### src/rtl/keypad_scanner.sv
// rtl/keypad_scanner.sv - active-low matrix keypad scanner with frame debounce
// and a one-entry key code buffer.
module keypad_scanner #(
  parameter int ROWS     = 4,
  parameter int COLS     = 4,
  parameter int DEBOUNCE = 3,
  localparam int KW      = $clog2(ROWS*COLS)
) (
  input  logic            clk,
  input  logic            rst,
  input  logic            scan_clk,
  input  logic [COLS-1:0] col_in,
  output logic [ROWS-1:0] row_out,
  output logic [KW-1:0]   key_code,
  output logic            key_valid,
  input  logic            key_ready,
  output logic            overrun
);

  localparam int RW   = (ROWS > 1) ? $clog2(ROWS) : 1;
  localparam int CLW  = (COLS > 1) ? $clog2(COLS) : 1;
  localparam int CNTW = $clog2(DEBOUNCE + 1);

  typedef enum logic [1:0] {RES_NONE = 2'd0, RES_SINGLE = 2'd1, RES_MULTI = 2'd2} res_t;

  logic            sc_s1, sc_s2, sc_s3;
  logic [2:0]      fill;
  logic [COLS-1:0] col_s1, col_s2;
  logic            tick;

  logic [RW-1:0]   row_idx;
  logic [1:0]      acc_cnt;
  logic [KW-1:0]   acc_code;
  res_t            cand_kind, stable_kind;
  logic [KW-1:0]   cand_code;
  logic [CNTW-1:0] cnt;
  logic            press_evt;
  logic [KW-1:0]   press_code;

  logic [COLS-1:0] hits;
  logic [1:0]      row_cnt;
  logic [CLW-1:0]  row_col;
  logic [2:0]      sum;
  logic [1:0]      tot_cnt;
  logic [KW-1:0]   hit_code;
  res_t            frame_kind;
  logic [KW-1:0]   frame_code;
  logic            last_row;
  logic            same;
  logic [CNTW-1:0] new_cnt;
  logic [RW-1:0]   next_idx;
  logic            hs;

  // fill holds off the edge detector until all three scan flops carry real samples
  assign tick     = sc_s2 & ~sc_s3 & fill[2];
  assign hits     = ~col_s2;
  assign last_row = (row_idx == RW'(ROWS - 1));
  assign next_idx = last_row ? '0 : row_idx + RW'(1);
  assign hs       = key_valid & key_ready;

  always_ff @(posedge clk or negedge rst) begin
    if (!rst) begin
      sc_s1  <= 1'b0;
      sc_s2  <= 1'b0;
      sc_s3  <= 1'b0;
      fill   <= '0;
      col_s1 <= '0;
      col_s2 <= '0;
    end else begin
      sc_s1  <= scan_clk;
      sc_s2  <= sc_s1;
      sc_s3  <= sc_s2;
      fill   <= {fill[1:0], 1'b1};
      col_s1 <= col_in;
      col_s2 <= col_s1;
    end
  end

  always_comb begin
    row_cnt = 2'd0;
    row_col = '0;
    for (int c = 0; c < COLS; c++) begin
      if (hits[c]) begin
        if (row_cnt == 2'd0) row_col = CLW'(c);
        if (row_cnt != 2'd2) row_cnt = row_cnt + 2'd1;
      end
    end
  end

  always_comb begin
    sum      = {1'b0, acc_cnt} + {1'b0, row_cnt};
    tot_cnt  = (sum >= 3'd2) ? 2'd2 : sum[1:0];
    hit_code = (acc_cnt != 2'd0) ? acc_code : KW'(int'(row_idx) * COLS + int'(row_col));
    case (tot_cnt)
      2'd0:    frame_kind = RES_NONE;
      2'd1:    frame_kind = RES_SINGLE;
      default: frame_kind = RES_MULTI;
    endcase
    // Code is zeroed for NONE/MULTI so a plain compare decides frame equality
    frame_code = (frame_kind == RES_SINGLE) ? hit_code : '0;
    same       = (frame_kind == cand_kind) && (frame_code == cand_code);
    if (!same)                          new_cnt = CNTW'(1);
    else if (cnt == CNTW'(DEBOUNCE))    new_cnt = cnt;
    else                                new_cnt = cnt + CNTW'(1);
  end

  always_ff @(posedge clk or negedge rst) begin
    if (!rst) begin
      row_idx     <= '0;
      row_out     <= ~(ROWS'(1));
      acc_cnt     <= 2'd0;
      acc_code    <= '0;
      cand_kind   <= RES_NONE;
      cand_code   <= '0;
      cnt         <= '0;
      stable_kind <= RES_NONE;
      press_evt   <= 1'b0;
      press_code  <= '0;
    end else begin
      press_evt <= 1'b0;
      if (tick) begin
        row_idx <= next_idx;
        row_out <= ~(ROWS'(1) << next_idx);
        if (last_row) begin
          acc_cnt   <= 2'd0;
          acc_code  <= '0;
          cand_kind <= frame_kind;
          cand_code <= frame_code;
          cnt       <= new_cnt;
          if (new_cnt == CNTW'(DEBOUNCE)) begin
            stable_kind <= frame_kind;
            press_evt   <= (stable_kind == RES_NONE) && (frame_kind == RES_SINGLE);
            press_code  <= frame_code;
          end
        end else begin
          acc_cnt  <= tot_cnt;
          acc_code <= hit_code;
        end
      end
    end
  end

  always_ff @(posedge clk or negedge rst) begin
    if (!rst) begin
      key_code  <= '0;
      key_valid <= 1'b0;
      overrun   <= 1'b0;
    end else begin
      overrun <= 1'b0;
      if (press_evt) begin
        if (!key_valid || hs) begin
          key_code  <= press_code;
          key_valid <= 1'b1;
        end else begin
          overrun <= 1'b1;
        end
      end else if (hs) begin
        key_valid <= 1'b0;
      end
    end
  end

endmodule

### config.mk
export PLATFORM = sky130hd
export DESIGN_NAME = keypad_scanner
export DESIGN_NICKNAME = d
export VERILOG_FILES = /design/src/rtl/keypad_scanner.sv
export SDC_FILE = /design/constraint.sdc
export NUM_CORES = 1
export LEC_CHECK = 0
export BUFFER_PORTS_ARGS = -buffer_cell sky130_fd_sc_hd__buf_2
export CORE_ASPECT_RATIO = 0.9
export CORE_MARGIN = 4
export CORE_UTILIZATION = 55
export DETAILED_ROUTE_END_ITERATION = 8
export PLACE_DENSITY = 0.78
export SKIP_LAST_GASP = 1
export SLEW_MARGIN = 20
export SYNTH_ARGS = -nofsm -noshare
export SYNTH_HDL_FRONTEND = slang
export SYNTH_SLANG_ARGS = --single-unit
### constraint.sdc
create_clock -name clk -period 10.7 [get_ports clk]
set_input_delay 1.605 -clock clk [delete_from_list [all_inputs] [get_ports clk]]
set_output_delay 1.605 -clock clk [all_outputs]
set_load 0.02 [all_outputs]
; Word level (Yosys, flattened, before mapping)
; Index checks and enable logic that the tools add are counted.
[word_totals]
rom_bits = 0
reg_bits = 47
latchBits = 0
inputBits = 8
ram_bits = 0
wordCells = 90
mem_count = 0
out_inout_bits = 10
[op_classes]
div = 0
order_cmp = 1
mux = 30
n_eq_ne = 11
mul = 0
shifts = 1
n_reduce_logical = 15
add_sub_neg = 7
bitwise_logic = 6
[op_table]
columns = operator, count
row1 = $mux 2, 15
row2 = $mux 4, 3
row3 = $mux 1, 11
row4 = $add 2x1->2 const B, 5
row5 = $logic_not 2->1, 5
row6 = $not 4->4, 2
row7 = $eq 2x2->1 const B, 3
row8 = $ne 2x2->1 const B, 3
row9 = $reduce_and 2->1, 3
row10 = $add 4x2->4, 1
row11 = $eq 2x1->1 const B, 2
row12 = $eq 4x4->1, 1
row13 = $pmux 2 s2, 1
row14 = $reduce_bool 2->1, 2
row15 = $shl 1x2->4 const A, 1
row16 = $add 2x2->3, 1
row17 = $and 1x1->1, 3
row18 = $ge 3x2->1 const B, 1
row19 = $reduce_and 3->1, 1
row20 = $eq 2x2->1, 1
row21 = $logic_and 1x1->1, 2
row22 = $ne 2x1->1 const B, 1
row23 = $logic_not 1->1, 1
row24 = $logic_or 1x1->1, 1
row25 = $not 1->1, 1

; Logic depth before layout (Yosys ltp)
; Gate-level depths: netlist of run 1.
[depth]
ltp_word = 25
mapped_depth = 14
depth_no_buf = 14

; Least setup slack after synthesis of run 1
; Ideal clock, no wire load.
[synth_path]
path_kind = reg2reg
from = register col_s2[0]
to = register press_code[0]
setup_ps = 125
stages_incl_launch_ff = 13
path_buffers = 0
path_slack_ps = 7301
required_ps = 10575
t_arrival_ps = 3274
synth_period_minus_slack_ps = 3399
cell_sequence = dfrtp_1 -> ha_1 -> nor2b_1 -> a21o_1 -> ha_1 -> inv_1 -> mux2_2 -> fa_1 -> and3_1 -> or4_2 -> o31ai_4 -> nand4_4 -> mux2_4
[synth_via]
elab_chain_cells = 23
word_cells_on_any_way = 39
cone_classes = add/sub (5) / order compare (1) / eq/ne (8) / mux (18) / bitwise (1) / reduce/logical (6)
[synth_lines]
columns = item, line_no
row1 = start: declaration, 28  ; logic [COLS-1:0] col_s1, col_s2;
row2 = start signal: assignment, 75  ; col_s2 <= col_s1;
row3 = $not 4->4 (*), 56  ; assign hits = ~col_s2;
row4 = $mux 1 (*), 83  ; if (hits[c]) begin
row5 = $add 2x1->2 or $ne 2x2->1 (tied branches), 85  ; if (row_cnt != 2'd2) row_cnt = row_cnt + 2'd1;
row6 = $mux 2, 85
row7 = $mux 2, 83
row8 = $add 2x1->2 or $ne 2x2->1 (tied branches), 85
row9 = $mux 2, 85
row10 = $mux 2, 83
row11 = (+7 left out), n/a
row12 = $pmux 2 s2, 94  ; case (tot_cnt)
row13 = $eq 2x1->1, 100  ; frame_code = (frame_kind == RES_SINGLE) ? hit_code : '0;
row14 = $mux 4, 100
row15 = $eq 4x4->1, 101  ; same = (frame_kind == cand_kind) && (frame_code == cand_code);
row16 = $logic_and 1x1->1, 101
row17 = $mux 2, 102  ; if (!same) new_cnt = CNTW'(1);
row18 = $eq 2x2->1, 130  ; if (new_cnt == CNTW'(DEBOUNCE)) begin
row19 = $reduce_and 3->1 (no line), n/a
row20 = end signal: assignment, 133  ; press_code <= frame_code;
row21 = end: declaration, 38  ; logic [KW-1:0] press_code;
; Every way passes the cells marked *; elsewhere a longest branch is shown, timed or not.
; A chain may end at the register's enable or synchronous reset.

; Worst setup path after layout of run 1
[layout_path]
from = register col_s2[0]
to = register stable_kind[1]
[layout_via]
elab_chain_cells = 23
word_cells_on_any_way = 39
cone_classes = add/sub (5) / order compare (1) / eq/ne (8) / mux (18) / bitwise (1) / reduce/logical (6)
[layout_lines]
columns = item, line_no
row1 = $not 4->4 (*), 56
row2 = $mux 1 (*), 83
row3 = $add 2x1->2 or $ne 2x2->1 (tied branches), 85
row4 = $mux 2, 85
row5 = $mux 2, 83
row6 = $add 2x1->2 or $ne 2x2->1 (tied branches), 85
row7 = $mux 2, 85
row8 = $mux 2, 83
row9 = (+7 left out), n/a
row10 = $pmux 2 s2, 94
row11 = $eq 2x1->1, 100
row12 = $mux 4, 100
row13 = $eq 4x4->1, 101
row14 = $logic_and 1x1->1, 101
row15 = $mux 2, 102
row16 = $eq 2x2->1, 130
row17 = $reduce_and 3->1 (no line), n/a
row18 = end signal: assignment, 131  ; stable_kind <= frame_kind;
row19 = end: declaration, 34  ; res_t cand_kind, stable_kind;
; Marked as above.

==> flow_metrics.env, run 1 <==
export IMPL_start_util_pct=56.9
export IMPL_holdWs_ns=0.350
export IMPL_endpoint_kind="register"
export IMPL_synth_seq_cells=47
export IMPL_fp_dieArea_um2=4920
export IMPL_critical_path_top_delay_family="simple AND/OR/NAND/NOR gates"
export IMPL_critPathMaxFanout=6
export IMPL_slowest_delay_ns=0.59
export IMPL_dr_total_vias=1330
export IMPL_pin_count=18
export IMPL_ys_types=38
export IMPL_viasPerCell=5.43
export IMPL_clk_latency_ns=0.29
export IMPL_antenna_cells=0
export IMPL_cts_resized=0
export IMPL_cp_arrival_ns=3.83
export IMPL_synthTopCellsByArea="dfrtp_1 (52%), ha_1 (7.1%), mux2_2 (4.8%), mux2_4 (4.2%), nand2_1 (4.2%)"
export IMPL_reg2reg_to="stable_kind[1]$_DFFE_PN0P_"
export IMPL_synth_edff_count=0
export IMPL_syn_area_um2=2120
export IMPL_crit_chain="ha_1, nor2b_1, a21o_1, ha_1, inv_1, mux2_2, fa_1, and3_1, or4_2, o31ai_4, nand4_4, mux2_4"
export IMPL_async_flop_share_pct=100
export IMPL_ys_seq_area_share_pct=55.5
export IMPL_fin_skew_ns=0.00808
export IMPL_path_depth=12
export IMPL_cts_num_sinks=47
export IMPL_p_leak_nw=1.16
export IMPL_area_delta_synth_final_pct=10.3
export IMPL_max_cap_violations=0
export IMPL_hpwlAfterDp_um=2810
export IMPL_cts_tree="built"
export IMPL_fin_util_pct=62.8
export IMPL_r2r_slack_ns=7.05
export IMPL_synthMuxAreaShare_pct=11.4
export IMPL_fillers=303
export IMPL_grt_use_total_pct=16.9
export IMPL_drive_gt1_share_pct=24.6
export IMPL_drt_wl_total_um=3620
export IMPL_crit_end="stable_kind[1]$_DFFE_PN0P_"
export IMPL_first_global_vias=1356
export IMPL_cts_hold_fix_buffers=0
export IMPL_pwr_density_cell_nw_per_um2=217
export IMPL_cpMaxStageDelayCell="or4_2"
export IMPL_path_class="register to register"
export IMPL_worst_r2r_cell_count=12
export IMPL_avgSynthCellArea_um2=12.1
export IMPL_synth_compound_area_share_pct=9.36
export IMPL_synth_xor_area_share_pct=0.824
export IMPL_clk_pin_slew_ns=0.08
export IMPL_ir_drop_mv=0.133
export IMPL_nNetsFinal=219
export IMPL_hp_class="register to register"
export IMPL_drc=0
export IMPL_ant_nets=0
export IMPL_clockRootBuffer="clkbuf_8"
export IMPL_rsz0062_at_grt="no"
export IMPL_final_common_cell="dfrtp_1"
export IMPL_min_period_over_period_pct=34.1
export IMPL_gr_total_overflow=0
export IMPL_path_common_cell="ha_1"
export IMPL_drtIter0Drc=42
export IMPL_setup_viol=0
export IMPL_core_area_um2=3730
export IMPL_synthCells=176
export IMPL_grt_pass1_wl_um=6290
export IMPL_seq_area_um2=1180
export IMPL_synthFlopType="dfrtp_1"
export IMPL_dr_pass1_iters=4
export IMPL_synth_top_family_by_area="simple AND/OR/NAND/NOR gates"
export IMPL_timing_fmax_ghz=0.274
export IMPL_hold_violations=0
export IMPL_critical_path_startpoint="col_s2[0]$_DFF_PN0_"
export IMPL_yosysWarnings=0
export IMPL_final_cell_mix="dfrtp_1 (44), nand2_1 (24), buf_2 (16), nor2_1 (12), ha_1 (12)"
export IMPL_grt_max_degree=48
export IMPL_slew_headroom_pct=61.9
export IMPL_yosys_area_share_simple_pct=12.4
export IMPL_io_buffers=17
export IMPL_stdcell_count=245
export IMPL_postCtsSetupRepairBufs=0
export IMPL_cts_buffers=5
export IMPL_setup_tns_ns=0
export IMPL_p_total_mw=0.508
export IMPL_start_kind="register"
export IMPL_slew_viol_final=0
export IMPL_wire_per_inst_um=14.8
export IMPL_dp_cells=237
export IMPL_critPathBufInv=1
export IMPL_crit_reg2reg_launch="col_s2[0]$_DFF_PN0_"
export IMPL_tightest_slew_ns=0.569
export IMPL_die_h_um=67.0
export IMPL_yosysTopAreaCell="dfrtp_1"
export IMPL_status="finished, final reports clean"
export IMPL_clockBufferDepth=2
export IMPL_place_congestion=0.820
export IMPL_multi_input_area_um2=896
export IMPL_worstPathRequired_ns=10.88
export IMPL_synth_fp_nets=197
export IMPL_cts_max_level=2
export IMPL_die_x_um=73.5
export IMPL_synth_fa_ha_area_share_pct=8.01
export IMPL_placementRows=21
export IMPL_fin_crit_ns=3.65
export IMPL_yosysTopAreaCellShare_pct=51.8
export IMPL_antenna_found_initial=0
stage by stage:
stage                     cell area [µm²]  worst slack, ns
after floorplan                      2120             7.30
after global placement               2260             7.22
after detailed placement             2260             7.04
after CTS                            2340             7.04
after global routing                 2340             6.84
final                                2340             7.05
metal layers:
| metal | track usage [%] | wire [µm] |
|---|---|---|
| met5 | 0 | 0 |
| met3 | 5.13 | 143 |
| met2 | 27.9 | 1830 |
| met1 | 20.8 | 1580 |
| met4 | 6.33 | 64 |
synthesized netlist by cell type (2+ instances only):
master / instances
nor2_1: 12
nor3_1: 2
a21oi_1: 4
nand2_1: 24
nor2b_1: 2
o211ai_1: 2
a31oi_1: 2
clkbuf_1: 2
inv_1: 11
dfstp_2: 3
mux2i_1: 5
o31ai_1: 2
mux2_2: 9
ha_1: 12
nand3_1: 2
dfrtp_1: 44
mux2_4: 6
xnor2_1: 2
o21ai_0: 11
registers in the layout, summed over array words and instances, names as in the netlist:
signal and cells:
cand_kind 2, cnt 2, stable_kind 2, sc_s3 1, acc_cnt 2, row_idx 2
key_valid 1, cand_code 4, acc_code 4, col_s2 4, overrun 1, sc_s1 1
col_s1 4, fill 3, row_out 4, key_code 4, press_code 4, press_evt 1
sc_s2 1
worst register-to-register path, cell delays in order (launching register included):
cell,delay [ns]
dfrtp_1,0.42
ha_1,0.21
nor2b_1,0.15
a21o_1,0.17
ha_1,0.28
inv_1,0.04
mux2_2,0.27
fa_1,0.50
and3_1,0.22
or4_2,0.59
o31ai_4,0.12
nand4_4,0.24
mux2_4,0.35
kinds of logic (layout without fill, tap and decap cells):
| kind of cell | Yosys count | after routing |
|---|---|---|
| adders and majority gates | 13 | 13 |
| AOI/OAI and AO/OA | 27 | 27 |
| other | 1 | 1 |
| and+or+nand+nor | 53 | 53 |
| xor gates and xnor gates | 2 | 2 |
| buffers and inverters | 13 | 36 |
| DFF | 47 | 47 |
| muxes | 20 | 20 |
how the worst min path moves through the flow:
stage	endpoint	slack, ns	startpoint	cells past startpoint
after floorplan	col_s2[0]$_DFF_PN0_	0.33	col_s1[0]$_DFF_PN0_	0
after global placement	col_s2[3]$_DFF_PN0_	0.33	col_s1[3]$_DFF_PN0_	0
after detailed placement	col_s2[1]$_DFF_PN0_	0.33	col_s1[1]$_DFF_PN0_	0
after CTS	col_s2[1]$_DFF_PN0_	0.35	col_s1[1]$_DFF_PN0_	0
after global routing	col_s2[0]$_DFF_PN0_	0.36	col_s1[0]$_DFF_PN0_	0
final	fill[2]$_DFF_PN0_	0.35	fill[1]$_DFF_PN0_	0
power by group:
| group | internal [mW] | total, mW | switching (mW) |
|---|---|---|---|
| Combinational | 0.0672 | 0.171 | 0.104 |
| Sequential | 0.210 | 0.239 | 0.0298 |
| Clock | 0.0458 | 0.0979 | 0.0520 |
cell type report:
class	count	share of cell area, %
Multi-Input combinational cell	116	38.2
Sequential cell	47	50.3
Clock buffer	7	3.26
Clock inverter	1	0.214
Inverter	11	1.76
Timing Repair Buffer	17	3.74
Tap cell	46	2.46
(Power assumes the default switching activity.)
==> inputs of run 2 (changes only) <==
ABC_AREA = 1   (was default)
CORE_UTILIZATION = 53   (was 55)
PLACE_DENSITY = 0.79   (was 0.78)
clock period = 3.35 ns   (was 10.7 ns; I/O delays follow)
==> run 2 against run 1 <==
Net effect: sequential share of layout area down 4.8 points; first-iteration DRC count rose to 2.9 times the previous value; synthesized cell count up 31%; setup slack worse by 6.8 ns; die area up 11%; combinational power rose to 5.5 times the previous value; critical path type unchanged; register-to-register slack worse by 6.8 ns.
==> flow_metrics.env, run 2 <==
export IMPL_antenna_found_initial=0
export IMPL_grt_use_total_pct=16.2
export IMPL_clock_power_share_pct=19.2
export IMPL_die_x_um=77.4
export IMPL_io_buffers=17
export IMPL_dp_slack_ns=0.0760
export IMPL_nNetsFinal=280
export IMPL_synthFlopType="dfrtp_1"
export IMPL_yosysWarnings=0
export IMPL_post_route_worst_setup_slack_ns=0.257
export IMPL_clk_pin_slew_ns=0.08
export IMPL_synth_edff_count=0
export IMPL_status="finished, final reports clean"
export IMPL_first_global_vias=1585
export IMPL_area_delta_synth_final_pct=12.7
export IMPL_ys_seq_area_share_pct=51.3
export IMPL_setup_viol=0
export IMPL_final_common_cell="nand2_1"
export IMPL_worst_r2r_cell_count=19
export IMPL_p_int_mw=1.24
export IMPL_start_kind="register"
export IMPL_max_cap_violations=0
export IMPL_pwr_share_comb_pct=45.1
export IMPL_hpwlAfterDp_um=2850
export IMPL_dr_pass1_iters=4
export IMPL_pwr_density_cell_nw_per_um2=808
export IMPL_timing_fmax_ghz=0.323
export IMPL_critPathMaxFanout=8
export IMPL_worstPathRequired_ns=3.59
export IMPL_p_leak_nw=1.35
export IMPL_hold_violations=0
export IMPL_syn_area_um2=2300
export IMPL_drive_gt1_share_pct=28.1
export IMPL_wire_per_inst_um=12.8
export IMPL_die_h_um=70.5
export IMPL_fin_crit_ns=3.09
export IMPL_cts_buffers=5
export IMPL_slew_viol_final=0
export IMPL_placementRows=22
export IMPL_r2r_slack_ns=0.26
export IMPL_ys_types=31
export IMPL_tightest_slew_ns=0.561
export IMPL_p_sw_share_pct=40.9
export IMPL_yosysTopAreaCell="dfrtp_1"
export IMPL_endpoint_kind="register"
export IMPL_dr_total_vias=1561
export IMPL_grt_max_degree=48
export IMPL_synth_seq_cells=47
export IMPL_synthTopCellsByArea="dfrtp_1 (48%), nand2_1 (9.6%), ha_1 (6.5%), o21ai_0 (4.8%), inv_1 (4.6%)"
export IMPL_synth_fp_nets=252
export IMPL_yosysMostFrequentCell="nand2_1"
export IMPL_start_util_pct=55.7
export IMPL_ir_drop_mv=0.471
export IMPL_avgSynthCellArea_um2=9.96
export IMPL_hp_class="input pin to async pin"
export IMPL_p_sw_mw=0.856
export IMPL_async_flop_share_pct=100
export IMPL_grt_pass1_wl_um=6910
export IMPL_clockBufferDepth=2
export IMPL_reg2reg_to="stable_kind[1]$_DFFE_PN0P_"
export IMPL_drt_wl_total_um=3930
export IMPL_path_class="register to register"
export IMPL_slew_headroom_pct=62.6
export IMPL_drc=0
export IMPL_fin_skew_ns=0.0116
export IMPL_p_total_mw=2.09
export IMPL_yosysTopAreaCellShare_pct=47.9
export IMPL_final_cell_mix="nand2_1 (59), dfrtp_1 (44), inv_1 (27), o21ai_0 (18), buf_2 (16)"
export IMPL_cts_tree="built"
export IMPL_clk_latency_ns=0.30
export IMPL_place_congestion=0.812
export IMPL_cts_hold_fix_buffers=0
export IMPL_synth_common_cells="nand2_1 (59), dfrtp_1 (44), inv_1 (28), o21ai_0 (22), ha_1 (12)"
export IMPL_ant_nets=0
export IMPL_pin_count=18
export IMPL_crit_reg2reg_launch="col_s2[1]$_DFF_PN0_"
export IMPL_pwr_share_seq_pct=35.7
export IMPL_viasPerCell=5.07
export IMPL_min_period_over_period_pct=92.3
export IMPL_cp_arrival_ns=3.33
export IMPL_fillers=342
export IMPL_clockRootBuffer="clkbuf_8"
export IMPL_cts_max_level=2
export IMPL_synthCells=231
export IMPL_cts_num_sinks=47
export IMPL_setup_tns_ns=0
export IMPL_antenna_cells=0
export IMPL_gr_total_overflow=0
export IMPL_core_area_um2=4130
export IMPL_fp_dieArea_um2=5460
export IMPL_seq_area_um2=1180
export IMPL_multi_input_area_um2=982
export IMPL_drtIter0Drc=122
==> run 2: layer usage <==
metal  wire, µm  GRT usage, %
met5          0             0
met4        121          9.09
met1       1790          20.1
met3        140          3.22
met2       1880          26.4
==> run 2: worst max path at each step <==
| stage | cells after the start | startpoint | slack, ns | to |
|---|---|---|---|---|
| after floorplan | 19 | col_s2[0]$_DFF_PN0_ | 0.36 | cnt[0]$_DFFE_PN0P_ |
| after global placement | 18 | col_s2[0]$_DFF_PN0_ | 0.21 | press_code[0]$_DFFE_PN0P_ |
| after detailed placement | 19 | col_s2[0]$_DFF_PN0_ | 0.08 | cnt[0]$_DFFE_PN0P_ |
| after CTS | 18 | col_s2[0]$_DFF_PN0_ | 0.004 | stable_kind[1]$_DFFE_PN0P_ |
| after global routing | 20 | col_s2[1]$_DFF_PN0_ | -0.02 | stable_kind[1]$_DFFE_PN0P_ |
| final | 19 | col_s2[1]$_DFF_PN0_ | 0.26 | stable_kind[1]$_DFFE_PN0P_ |
==> run 2: layout make-up <==
| type | count | share of cell area [%] |
|---|---|---|
| clock buffers | 7 | 2.94 |
| multi-input cells | 148 | 37.9 |
| inverters | 34 | 4.92 |
| clock inverters | 1 | 1.16 |
| repair buffers | 23 | 5.26 |
| flip-flops and latches | 47 | 45.5 |
| well taps | 48 | 2.32 |
==> run 2: power groups by stage <==
stage	combinational, mW	clock [mW]	sequential (mW)
after floorplan	0.720	0	0.765
after global placement	0.841	0	0.757
after detailed placement	0.871	0	0.759
after CTS	0.875	0.415	0.749
after global routing	1.05	0.436	0.765
final	0.944	0.402	0.747
==> run 2: logic make-up (layout without fill, tap and decap cells) <==
kind of cell | Yosys count | after routing | synth area share [%]
and+or+nand+nor | 103 | 103 | 26.0
DFF | 47 | 47 | 51.3
buffers and inverters | 36 | 65 | 6.37
AOI/OAI and AO/OA | 26 | 26 | 6.42
adders and majority gates | 13 | 13 | 7.40
muxes | 4 | 4 | 1.96
other | 1 | 1 | 0.163
xor gates and xnor gates | 1 | 1 | 0.381
==> run 2: critical path, cell delays in order, from the launching register on <==
cell	delay, ns
dfrtp_1	0.40
inv_2	0.06
ha_1	0.28
a21boi_2	0.16
o21ai_1	0.08
inv_1	0.06
ha_1	0.12
inv_1	0.05
fa_1	0.60
nand2_4	0.07
nor2_4	0.21
buf_6	0.16
nand3_4	0.08
nand2_4	0.08
nand2_2	0.05
inv_2	0.06
nand2_4	0.07
nor2_8	0.16
nand4_1	0.15
nand2_1	0.12
==> run 2: what timing repair did <==
item,CTS,global route
buffers inserted,0,6
resized for setup,0,9
setup endpoints to repair,0,9
==> run 2: through the flow <==
step / instances / hold slack [ns] / utilization (%) / instance area [µm²]
global placement: 294 / 0.333 / 58.8 / 2430
CTS: 302 / 0.295 / 61.3 / 2530
global route: 308 / 0.230 / 62.8 / 2590
finish: 308 / 0.197 / 62.8 / 2590
detailed placement: 294 / 0.336 / 58.8 / 2430
floorplan: 231 / 0.207 / - / 2300
==> inputs of run 3 (changes only) <==
GPL_TIMING_DRIVEN = 0   (was default)
==> run 3 against run 2 <==
Net effect: clock skew down 0.0040 ns; routed wire length down 2.8%; via count down 0.83%; setup slack better by 0.0042 ns.
==> flow_metrics.env, run 3 (synthesis gave the netlist of run 2 again) <==
export IMPL_clk_pin_slew_ns=0.08
export IMPL_max_cap_violations=0
export IMPL_cts_num_sinks=47
export IMPL_hold_violations=0
export IMPL_final_cell_mix="nand2_1 (59), dfrtp_1 (44), inv_1 (28), o21ai_0 (20), buf_2 (16)"
export IMPL_p_leak_nw=1.34
export IMPL_drc=0
export IMPL_p_total_mw=2.06
export IMPL_first_global_vias=1534
export IMPL_nNetsFinal=279
export IMPL_crit_reg2reg_launch="col_s2[0]$_DFF_PN0_"
export IMPL_viasPerCell=5.04
export IMPL_fin_skew_ns=0.00760
export IMPL_io_buffers=17
export IMPL_fin_crit_ns=3.09
export IMPL_die_x_um=77.4
export IMPL_dr_pass1_iters=4
export IMPL_start_util_pct=55.7
export IMPL_die_h_um=70.5
export IMPL_wire_per_inst_um=12.4
export IMPL_min_period_over_period_pct=92.2
export IMPL_cts_tree="built"
export IMPL_drive_gt1_share_pct=27.8
export IMPL_endpoint_kind="register"
export IMPL_status="finished, final reports clean"
export IMPL_clockBufferDepth=2
export IMPL_clockRootBuffer="clkbuf_8"
export IMPL_hpwlAfterDp_um=2770
export IMPL_dp_cells=296
export IMPL_ant_nets=0
export IMPL_slowest_delay_ns=0.51
export IMPL_grt_max_degree=48
export IMPL_stdcell_count=307
export IMPL_antenna_found_initial=0
export IMPL_cpMaxStageDelayCell="fa_2"
export IMPL_pwr_density_cell_nw_per_um2=799
export IMPL_setup_viol=0
export IMPL_start_kind="register"
export IMPL_grt_use_total_pct=16.2
export IMPL_hp_class="input pin to async pin"
export IMPL_fillers=331
export IMPL_final_common_cell="nand2_1"
export IMPL_critical_path_startpoint="col_s2[0]$_DFF_PN0_"
export IMPL_cts_hold_fix_buffers=0
export IMPL_dr_total_vias=1548
export IMPL_slew_viol_final=0
export IMPL_path_class="register to register"
export IMPL_clk_latency_ns=0.31
export IMPL_antenna_cells=0
export IMPL_slew_headroom_pct=62.1
export IMPL_ir_drop_mv=0.388
export IMPL_core_area_um2=4130
export IMPL_area_delta_synth_final_pct=12.2
export IMPL_holdWs_ns=0.191
export IMPL_place_congestion=0.732
export IMPL_crit_chain="inv_1, ha_1, a21boi_2, ha_1, o21ai_1, fa_2, nand2_4, nor2_4, buf_8, nand2_2, nand2_1, nor2_2, nand3_2, inv_2, nand2_4, nor2_8, nand3_2, nand2_1, inv_1"
export IMPL_cts_max_level=2
export IMPL_pin_count=18
export IMPL_fin_util_pct=62.5
export IMPL_drtIter0Drc=118
export IMPL_cp_arrival_ns=3.29
export IMPL_tightest_slew_ns=0.569
export IMPL_critPathMaxFanout=10
export IMPL_timing_fmax_ghz=0.324
export IMPL_cts_buffers=5
export IMPL_fp_dieArea_um2=5460
export IMPL_worstPathRequired_ns=3.55
export IMPL_gr_total_overflow=0
export IMPL_placementRows=22
export IMPL_grt_pass1_wl_um=6960
export IMPL_drt_wl_total_um=3820
## run 3: changes by cell type in the layout (fill, tap and decap cells not counted), moves of 2 or more
cell,previous run,this run
o21ai_1,5,3
o21ai_0,18,20
buf_4,6,4
clkbuf_8,5,7
## run 3: worst max-delay path: cells and delay by family (launching register included)
kind / cells / cell delay, ns
adder cells (fa/ha/maj): 3 / 1.06
AND/OR/NAND/NOR: 10 / 0.81
flip-flops: 1 / 0.40
AO/OA/AOI/OAI: 2 / 0.37
buffers and inverters: 4 / 0.35
## run 3: stage by stage
| stage | setup TNS [ns] | instance area, µm² | setup slack (ns) |
|---|---|---|---|
| finish | 0 | 2580 | 0.261 |
| detailed placement | 0 | 2440 | 0.00361 |
| CTS | 0 | 2550 | 0.0716 |
| global route | -0.0131 | 2580 | -0.00766 |
| global placement | 0 | 2440 | 0.161 |
| floorplan | 0 | 2300 | 0.357 |
## run 3: final cells by class
type | instances | area (µm²) | area share (%)
flip-flops and latches | 47 | 1180 | 45.7
multi-input cells | 148 | 980 | 38.0
inverters | 34 | 128 | 4.95
repair buffers | 20 | 110 | 4.27
clock buffers | 7 | 96.3 | 3.73
well taps | 48 | 60.1 | 2.33
plain buffers | 2 | 18.8 | 0.727
clock inverters | 1 | 7.51 | 0.291
## run 3: timing repair
item / in CTS / in global routing
setup endpoints to repair: 3 / 9
gates resized for setup: 1 / 4
setup buffers: 0 / 3
pin swaps: 0 / 4
## run 3: final timing paths
| check | slack [ns] | end | cells past startpoint |
|---|---|---|---|
| worst min-delay path | 0.19 | col_s1[0]$_DFF_PN0_ | 1 |
| min in group clk | 0.30 | col_s1[0]$_DFF_PN0_ | 1 |
| max in group asynchronous | 2.78 | press_code[3]$_DFFE_PN0P_ | 1 |
| worst max-delay path | 0.26 | cnt[0]$_DFFE_PN0P_ | 19 |
| worst max register to register | 0.26 | cnt[0]$_DFFE_PN0P_ | 19 |
| worst min register to register | 0.35 | col_s2[2]$_DFF_PN0_ | 0 |
## run 3: per-layer routing
metal  track usage (%)  share of wire [%]  wire length [µm]  up-vias
met4              4.74                1.4                53        0
li1                  -                  -                 -      783
met5                 0                  0                 0        -
met3              5.03                4.4               167        6
met2              25.8                 49              1870       26
met1              21.2                 45              1730      733
## run 3: power by group
group	total [mW]	switching (mW)	internal [mW]
Sequential	0.750	0.0778	0.673
Clock	0.377	0.189	0.188
Combinational	0.934	0.593	0.341
Total	2.06	0.859	1.20
